--- src/rtl/gcd_pkg.sv ---
// gcd_pkg: definitions shared by the GCD request sequencer and the GCD engine.
//   GCD_WIDTH   default operand/result width; the engine must use the same value
//   seq_state_t sequencer FSM states
package gcd_pkg;

  localparam int GCD_WIDTH = 5;

  typedef enum logic [1:0] {
    IDLE  = 2'd0,
    START = 2'd1,
    WAIT  = 2'd2,
    RESP  = 2'd3
  } seq_state_t;

endpackage

--- src/rtl/gcd_timeout_counter.sv ---
// gcd_timeout_counter: cycle counter that bounds how long a request may wait on
// the engine.
//   clk      in  clock, rising edge
//   rst      in  synchronous active-high reset
//   clear    in  return the count to zero (wins over enable)
//   enable   in  advance the count by one; the count saturates instead of wrapping
//   expired  out the count has reached TIMEOUT_CYC-1
module gcd_timeout_counter #(
  parameter int TIMEOUT_CYC = 64
) (
  input  logic clk,
  input  logic rst,
  input  logic clear,
  input  logic enable,
  output logic expired
);

  localparam int CW = $clog2(TIMEOUT_CYC) + 1;
  localparam logic [CW-1:0] CNT_MAX  = '1;
  localparam logic [CW-1:0] CNT_LAST = CW'(TIMEOUT_CYC - 1);

  logic [CW-1:0] count_q;
  logic [CW-1:0] count_d;

  always_comb begin
    count_d = count_q;
    if (clear) begin
      count_d = '0;
    end else if (enable && (count_q != CNT_MAX)) begin
      count_d = count_q + CW'(1);
    end
  end

  always_ff @(posedge clk) begin
    if (rst) begin
      count_q <= '0;
    end else begin
      count_q <= count_d;
    end
  end

  assign expired = (count_q == CNT_LAST);

endmodule

--- src/rtl/gcd_request_sequencer.sv ---
// gcd_request_sequencer: initiator side of the GCD engine interface.
// Accepts an operand pair, starts the engine, waits for its result (bounded by a
// timeout) and hands the result downstream. Zero operands are answered locally so
// the engine never sees them.
//   CLK, Reset            clock and synchronous active-high reset
//   in_valid/in_ready     operand handshake, in_a/in_b operands
//   number1/number2       registered operands to the engine, S one-cycle start pulse
//   eng_done/eng_gcd      engine completion and result (only looked at in WAIT)
//   res_valid/res_ready   result handshake; res_gcd, res_a, res_b, res_timeout payload
//   busy                  sequencer is not idle
//   dbg_state             current FSM state, for observation only
//
// Handshakes: a transfer happens on a rising edge where valid and ready are both 1.
// A producer keeps valid and its payload stable until that edge; ready never depends
// on valid. in_ready is high only in IDLE; res_valid is high only in RESP, and the
// result payload does not change while res_valid is high.
module gcd_request_sequencer
  import gcd_pkg::*;
#(
  parameter int WIDTH       = GCD_WIDTH,
  parameter int TIMEOUT_CYC = 64
) (
  input  logic             CLK,
  input  logic             Reset,
  input  logic             in_valid,
  output logic             in_ready,
  input  logic [WIDTH-1:0] in_a,
  input  logic [WIDTH-1:0] in_b,
  output logic [WIDTH-1:0] number1,
  output logic [WIDTH-1:0] number2,
  output logic             S,
  input  logic             eng_done,
  input  logic [WIDTH-1:0] eng_gcd,
  output logic             res_valid,
  input  logic             res_ready,
  output logic [WIDTH-1:0] res_gcd,
  output logic [WIDTH-1:0] res_a,
  output logic [WIDTH-1:0] res_b,
  output logic             res_timeout,
  output logic             busy,
  output seq_state_t       dbg_state
);

  seq_state_t       state_q, state_d;
  logic [WIDTH-1:0] number1_q, number1_d;
  logic [WIDTH-1:0] number2_q, number2_d;
  logic [WIDTH-1:0] res_gcd_q, res_gcd_d;
  logic [WIDTH-1:0] res_a_q, res_a_d;
  logic [WIDTH-1:0] res_b_q, res_b_d;
  logic             res_timeout_q, res_timeout_d;

  logic cnt_clear;
  logic cnt_en;
  logic cnt_expired;

  gcd_timeout_counter #(
    .TIMEOUT_CYC (TIMEOUT_CYC)
  ) u_timeout (
    .clk     (CLK),
    .rst     (Reset),
    .clear   (cnt_clear),
    .enable  (cnt_en),
    .expired (cnt_expired)
  );

  always_comb begin
    state_d       = state_q;
    number1_d     = number1_q;
    number2_d     = number2_q;
    res_gcd_d     = res_gcd_q;
    res_a_d       = res_a_q;
    res_b_d       = res_b_q;
    res_timeout_d = res_timeout_q;
    cnt_clear     = 1'b0;
    cnt_en        = 1'b0;

    case (state_q)
      IDLE: begin
        if (in_valid) begin
          number1_d = in_a;
          number2_d = in_b;
          res_a_d   = in_a;
          res_b_d   = in_b;
          if ((in_a == '0) || (in_b == '0)) begin
            // gcd(x,0)=x and gcd(0,0)=0, so OR-ing the operands is the answer.
            res_gcd_d     = in_a | in_b;
            res_timeout_d = 1'b0;
            state_d       = RESP;
          end else begin
            state_d = START;
          end
        end
      end

      START: begin
        cnt_clear = 1'b1;
        state_d   = WAIT;
      end

      WAIT: begin
        // done is checked first so a completion on the expiry cycle still counts.
        if (eng_done) begin
          res_gcd_d     = eng_gcd;
          res_timeout_d = 1'b0;
          state_d       = RESP;
        end else begin
          cnt_en = 1'b1;
          if (cnt_expired) begin
            res_gcd_d     = '0;
            res_timeout_d = 1'b1;
            state_d       = RESP;
          end
        end
      end

      RESP: begin
        if (res_ready) begin
          res_timeout_d = 1'b0;
          state_d       = IDLE;
        end
      end

      default: begin
        state_d = IDLE;
      end
    endcase
  end

  always_ff @(posedge CLK) begin
    if (Reset) begin
      state_q       <= IDLE;
      number1_q     <= '0;
      number2_q     <= '0;
      res_gcd_q     <= '0;
      res_a_q       <= '0;
      res_b_q       <= '0;
      res_timeout_q <= 1'b0;
    end else begin
      state_q       <= state_d;
      number1_q     <= number1_d;
      number2_q     <= number2_d;
      res_gcd_q     <= res_gcd_d;
      res_a_q       <= res_a_d;
      res_b_q       <= res_b_d;
      res_timeout_q <= res_timeout_d;
    end
  end

  // Control outputs decode the registered state, so a reset removes S and
  // res_valid on the very next cycle.
  assign in_ready    = (state_q == IDLE);
  assign S           = (state_q == START);
  assign res_valid   = (state_q == RESP);
  assign busy        = (state_q != IDLE);
  assign dbg_state   = state_q;
  assign number1     = number1_q;
  assign number2     = number2_q;
  assign res_gcd     = res_gcd_q;
  assign res_a       = res_a_q;
  assign res_b       = res_b_q;
  assign res_timeout = res_timeout_q;

endmodule
--- config.mk ---
export PLATFORM = sky130hd
export DESIGN_NAME = gcd_request_sequencer
export DESIGN_NICKNAME = d
export VERILOG_FILES = /design/src/rtl/gcd_pkg.sv /design/src/rtl/gcd_timeout_counter.sv /design/src/rtl/gcd_request_sequencer.sv
export SDC_FILE = /design/constraint.sdc
export NUM_CORES = 1
export LEC_CHECK = 0
export CAP_MARGIN = 20
export CORE_UTILIZATION = 43
export CTS_BUF_LIST = sky130_fd_sc_hd__clkbuf_16
export CTS_CLUSTER_DIAMETER = 150
export DETAILED_ROUTE_END_ITERATION = 10
export PLACE_DENSITY = 0.79
export SETUP_SLACK_MARGIN = 0.2
export SYNTH_ARGS = -nofsm -noshare
export SYNTH_HDL_FRONTEND = slang
export SYNTH_SLANG_ARGS = --single-unit
--- constraint.sdc ---
create_clock -name CLK -period 2 [get_ports CLK]
set_input_delay 0.2 -clock CLK [delete_from_list [all_inputs] [get_ports CLK]]
set_output_delay 0.2 -clock CLK [all_outputs]
set_load 0.02 [all_outputs]
# After elaboration in Yosys (flattened, before gate mapping)
# Index checks and enable logic that the tools add are counted.
dict set report op_classes {
  n_addsub 1
  n_reduce_logical 13
  muxes 20
  eq_ne 9
  n_bitwise 1
}
# operator count
set op_table {}
lappend op_table {{$mux W5} 4}
lappend op_table {{$logic_not A5 Y1} 2}
lappend op_table {{$mux W2} 5}
lappend op_table {{$pmux W5 S2} 1}
lappend op_table {{$mux W1} 8}
lappend op_table {{$pmux W2 S4} 1}
lappend op_table {{$add A7 B1 Y7 const B} 1}
lappend op_table {{$eq A7 B6 Y1 const B} 1}
lappend op_table {{$ne A7 B7 Y1 const B} 1}
lappend op_table {{$or A5 B5 Y5} 1}
lappend op_table {{$reduce_and A5 Y1} 1}
lappend op_table {{$eq A2 B2 Y1 const B} 2}
lappend op_table {{$ne A2 B1 Y1 const B} 2}
lappend op_table {{$reduce_and A4 Y1} 1}
lappend op_table {{$reduce_bool A2 Y1} 2}
lappend op_table {{$ne A3 B3 Y1 const B} 1}
lappend op_table {{$pmux W1 S3} 1}
lappend op_table {{$reduce_and A3 Y1} 1}
lappend op_table {{$reduce_bool A3 Y1} 1}
lappend op_table {{$eq A2 B1 Y1 const B} 1}
lappend op_table {{$logic_not A2 Y1} 1}
lappend op_table {{$ne A2 B2 Y1 const B} 1}
lappend op_table {{$reduce_and A2 Y1} 1}
lappend op_table {{$reduce_or A2 Y1} 1}
lappend op_table {{2 further kinds} 2}
dict set report totals {
  reg_bits 25
  inputBits 20
}

# Depth between registers and ports, before layout
dict set report depth {
  depth_word 5
  ltp_mapped 6
}

# Modules after synthesis
# Synthesis repeated with hierarchy kept, for this count alone.
dict set report hier_totals {
  cells_unflattened 160
  hier_area_um2 1366.3
}
# mod seq_area_each_um2 area_each_um2 instances cells_each
set modules_own_cells {}
lappend modules_own_cells {gcd_request_sequencer 360.3 1008.5 1 120}
lappend modules_own_cells {gcd_timeout_counter 140.1 357.8 1 40}

# Worst setup path before layout
# Ideal clock, no wire load.
dict set report synth_timing {
  path_type {register to register}
  startpoint {reg state_q[0] (netlist: dbg_state[0])}
  endpoint {reg res_timeout_q (netlist: res_timeout)}
  setup_slack_ns -0.045
  arrival_time_ns 1.921
  stages_incl_launch_ff 7
  synth_period_minus_slack_ns 2.045
  cell_sequence {dfxtp_1 > inv_1 > ha_1 > inv_1 > a2bb2oi_1 > nand4b_1 > mux2_1}
}
dict set report synth_via {
  elab_chain_len 3
  word_cells_on_any_way 10
  cone_classes {eq/ne: 6; mux: 1; reduce/logical: 3}
}
# item line
set synth_lines {}
lappend synth_lines {{start, declared} gcd_request_sequencer.sv:44} ;# seq_state_t state_q, state_d;
lappend synth_lines {{start signal, assigned} gcd_request_sequencer.sv:139} ;# state_q <= state_d;
lappend synth_lines {{$logic_not A2 Y1 (*)} -}
lappend synth_lines {{net in_ready} gcd_request_sequencer.sv:26} ;# output logic in_ready,
lappend synth_lines {{$ne A2 B1 Y1 (no source line), or another cell as far along} -}
lappend synth_lines {{$reduce_and A5 Y1 (no source line)} -}
lappend synth_lines {{end signal, assigned} gcd_request_sequencer.sv:145} ;# res_timeout_q <= res_timeout_d;
lappend synth_lines {{end, declared} gcd_request_sequencer.sv:50} ;# logic res_timeout_q, res_timeout_d;
# The timed path passes the listed nets; every way through them passes the cells marked *.
# A chain may end at the register's enable or synchronous reset.

# Worst setup path after layout
dict set report layout_timing {
  startpoint {reg u_timeout.count_q[0]}
  endpoint {reg res_timeout_q (netlist: res_timeout)}
}
dict set report layout_via {
  elab_chain_len 3
}
# item line
set layout_lines {}
lappend layout_lines {{start, declared} gcd_timeout_counter.sv:22} ;# logic [CW-1:0] count_q;
lappend layout_lines {{start signal, assigned} gcd_timeout_counter.sv:38} ;# count_q <= count_d;
lappend layout_lines {{$eq A7 B6 Y1} gcd_timeout_counter.sv:42} ;# assign expired = (count_q == CNT_LAST);
lappend layout_lines {{$ne A3 B3 Y1 (no source line)} -}
lappend layout_lines {{$reduce_and A5 Y1 (no source line)} -}
# Every way passes these cells.

==> flow_metrics.py <==
metrics = {
    "layout": {
        "area_delta_synth_final_pct": 46.87,
        "nets": 228,
        "final_area_sq_um": 1937,
        "n_antenna_cell": 0,
        "fill_cells": 218,
        "drive_gt1_share_pct": 13.43,
    },
    "synthesis": {
        "ys_seq_area_share_pct": 37.95,
        "synth_area_leaders": "dfxtp_1, nand2_1, buf_4, ha_1, a21oi_1",
        "synth_area_per_cell_sq_um": 8.676,
        "synthDistinctLibCells": 36,
        "netlist_area_sq_um": 1319,
        "synth_cells": 152,
        "synth_top_area_share_pct": 37.95,
        "synth_top_area_cell": "dfxtp_1",
        "yosysWarnings": 0,
        "synth_fp_nets": 178,
        "ys_seq_elements": 25,
    },
    "placement": {
        "place.gp.congestion": 0.7994,
        "place_area_sq_um": 1842,
        "dp_slack_ns": 0.002266,
        "io_buffers": 51,
        "hpwlAfterDp_mm": 2.650,
    },
    "status": {
        "violations": "DRC",
        "status": "complete, but fails checks",
    },
    "cts": {
        "clockBufferDepth": 2,
        "cts_sinks": 25,
        "cts_max_level": 1,
        "insertion_delay_ns": 0.26,
        "path_clk_slew_ns": 0.06,
        "cts_root_buffer": "clkbuf_16",
        "postCtsHoldBufs": 0,
        "cts_tree": "yes",
        "cts_inserted_buffers": 3,
        "cts_resized": 2,
        "post-cts-setup-buffer-count": 0,
    },
    "power_and_ir_drop": {
        "powerDensity_nw_per_um2": 1229,
        "p_leak_nw": 0.7878,
        "ir_drop_v": 0.0006571,
    },
    "critical_path": {
        "reg2reg_from": "u_timeout.count_q[0]$_SDFFE_PP0P_",
        "path_max_fanout": 6,
        "startpoint": "u_timeout.count_q[0]$_SDFFE_PP0P_",
        "arrival_ns": 1.90,
        "worstPathRequired_ns": 2.15,
        "critPathLaunchType": "flop",
        "crit_path_end_kind": "flop",
        "path_class": "reg -> reg",
    },
    "timing": {
        "worst_pin_slew_ns": 0.3497,
        "finalSetupTns_ns": 0,
        "slew_violations": 0,
        "period_needed_ns": 1.749,
        "fin_crit_sh_pct": 87.44,
        "hold_viol_final": 0,
        "finalSetupViolCount": 0,
        "timing.fmax_mhz": 571.8,
        "timing.final.ws_setup_ns": 0.2512,
        "rsz0062_at_grt": "no",
        "slew_headroom_pct": 76.53,
        "skew_ns": 0.002054,
    },
    "min_path": {
        "holdCritStartpoint": "res_b[2]$_SDFFE_PP0P_",
        "hold_class": "reg -> reg",
    },
    "detailed_routing": {
        "drc": 5,
        "first_pass_iters": 10,
        "wl_per_cell_microns": 15.00,
        "viasPerCell": 5.582,
        "antenna_left": 0,
        "drt_iter0_drc": 61,
        "routed_wirelength_mm": 3.481,
        "vias": 1295,
    },
    "grt": {
        "grt_antenna_before_repair": 0,
        "grt_pass1_wl_mm": 5.464,
        "grt_max_degree": 19,
        "grt_pass1_vias": 1218,
        "grt.total_usage_pct": 21.49,
        "grt_overflow": 0,
    },
    "die": {
        "die-area_sq_um": 3292,
        "fp.dieW_microns": 57.38,
        "core_sq_um": 2829,
        "start_util_pct": 46.62,
        "die_y_microns": 57.38,
        "ios": 52,
        "rows": 19,
    },
    "run": {
        "cap_violations": 0,
    },
}
[critical path, stage by stage (launching register included)]
cell      delay [ns]
dfxtp_1         0.33
ha_1            0.25
and4_2          0.30
a31o_2          0.31
nand4b_1        0.12
mux2_1          0.32
[final timing paths]
kind                              end  slack, ns  depth (start not counted)
max          res_timeout$_SDFFE_PP0P_       0.25                          5
min             res_b[2]$_SDFFE_PP0P_       0.47                          2
max reg2reg  res_timeout$_SDFFE_PP0P_       0.25                          5
min reg2reg     res_b[2]$_SDFFE_PP0P_       0.47                          2
[Yosys cell counts]
master / instances
nand2_1: 26
dfxtp_1: 25
a21oi_1: 14
buf_4: 10
inv_1: 7
nor2_1: 7
ha_1: 6
mux2i_1: 6
nand2b_1: 6
a211o_1: 5
nor3_1: 5
a311oi_1: 3
a31o_2: 3
clkbuf_1: 3
xnor2_1: 3
a21o_1: 2
nand3_1: 2
a211oi_1: 1
a2bb2oi_1: 1
a31oi_1: 1
and2_1: 1
and2b_1: 1
and4_2: 1
buf_1: 1
clkbuf_8: 1
mux2_1: 1
nand3_2: 1
nand4_1: 1
nand4b_1: 1
o2111ai_1: 1
o221ai_1: 1
o221ai_2: 1
or2_2: 1
or3b_2: 1
or4_1: 1
or4_4: 1
[metrics by stage]
stage | std cells | hold WS, ns | util, % | total power [mW]
after floorplan | 152 | 0.3331 | - | 1.471
after global routing | 232 | 0.4912 | 68.47 | 2.504
final | 232 | 0.4664 | 68.47 | 2.381
after global placement | 228 | 0.4541 | 65.10 | 1.928
after CTS | 232 | 0.4706 | 68.07 | 2.391
after detailed placement | 228 | 0.4619 | 65.10 | 1.961
[cells by family (layout without fill, tap and decap cells)]
group	after synthesis	in the layout	share of synthesized area, %
and+or+nand+nor	56	56	21.16
muxes	7	7	5.408
xor gates and xnor gates	3	3	1.993
DFF	25	25	37.95
buffers and inverters	22	71	9.867
AOI/OAI and AO/OA	33	33	17.93
adders and majority gates	6	6	5.692
[power breakdown]
part / leakage [nW] / switching (mW) / internal, mW / total (mW)
combinational: 0.541 / 0.675 / 0.581 / 1.26
sequential: 0.204 / 0.0771 / 0.603 / 0.680
clock: 0.0423 / 0.177 / 0.268 / 0.445
total: 0.788 / 0.929 / 1.45 / 2.38
[final cells by class]
| type | instances | area (sq um) | area share (%) |
|---|---|---|---|
| multi-input cells | 105 | 709.4 | 36.63 |
| flip-flops and latches | 25 | 501.7 | 25.90 |
| clock inverters | 1 | 3.754 | 0.1938 |
| inverters | 7 | 26.28 | 1.357 |
| clock buffers | 3 | 75.07 | 3.876 |
| repair buffers | 60 | 581.8 | 30.04 |
| well taps | 31 | 38.79 | 2.003 |
[layout by cell type, fill, tap and decap left out, types with 2 or more instances in the layout]
master           count
ha_1                 5
a311oi_1             2
a31o_2               3
nand2b_1             6
nand3_1              2
nor2_1               7
dlymetal6s2s_1       2
mux2i_1              6
clkbuf_16            3
inv_1                7
nor3_1               5
a211o_1              5
nand2_1             26
clkdlybuf4s50_1     48
dfxtp_1             24
xnor2_1              3
a21oi_1             14
a21o_1               2
buf_4                9
[routing by layer]
metal	share of wire [%]	vias up	track usage, %
met3	5.7	7	4.535
met4	1.8	0	8.362
met5	0	-	0
li1	-	626	-
met1	41	614	25.07
met2	52	48	38.21
[registers in the layout, indices dropped and copies added, names as in the netlist]
register,count
u_timeout.count_q,7
res_a,5
res_gcd,5
dbg_state,2
res_timeout,1
res_b,5
(Power assumes the default switching activity.)
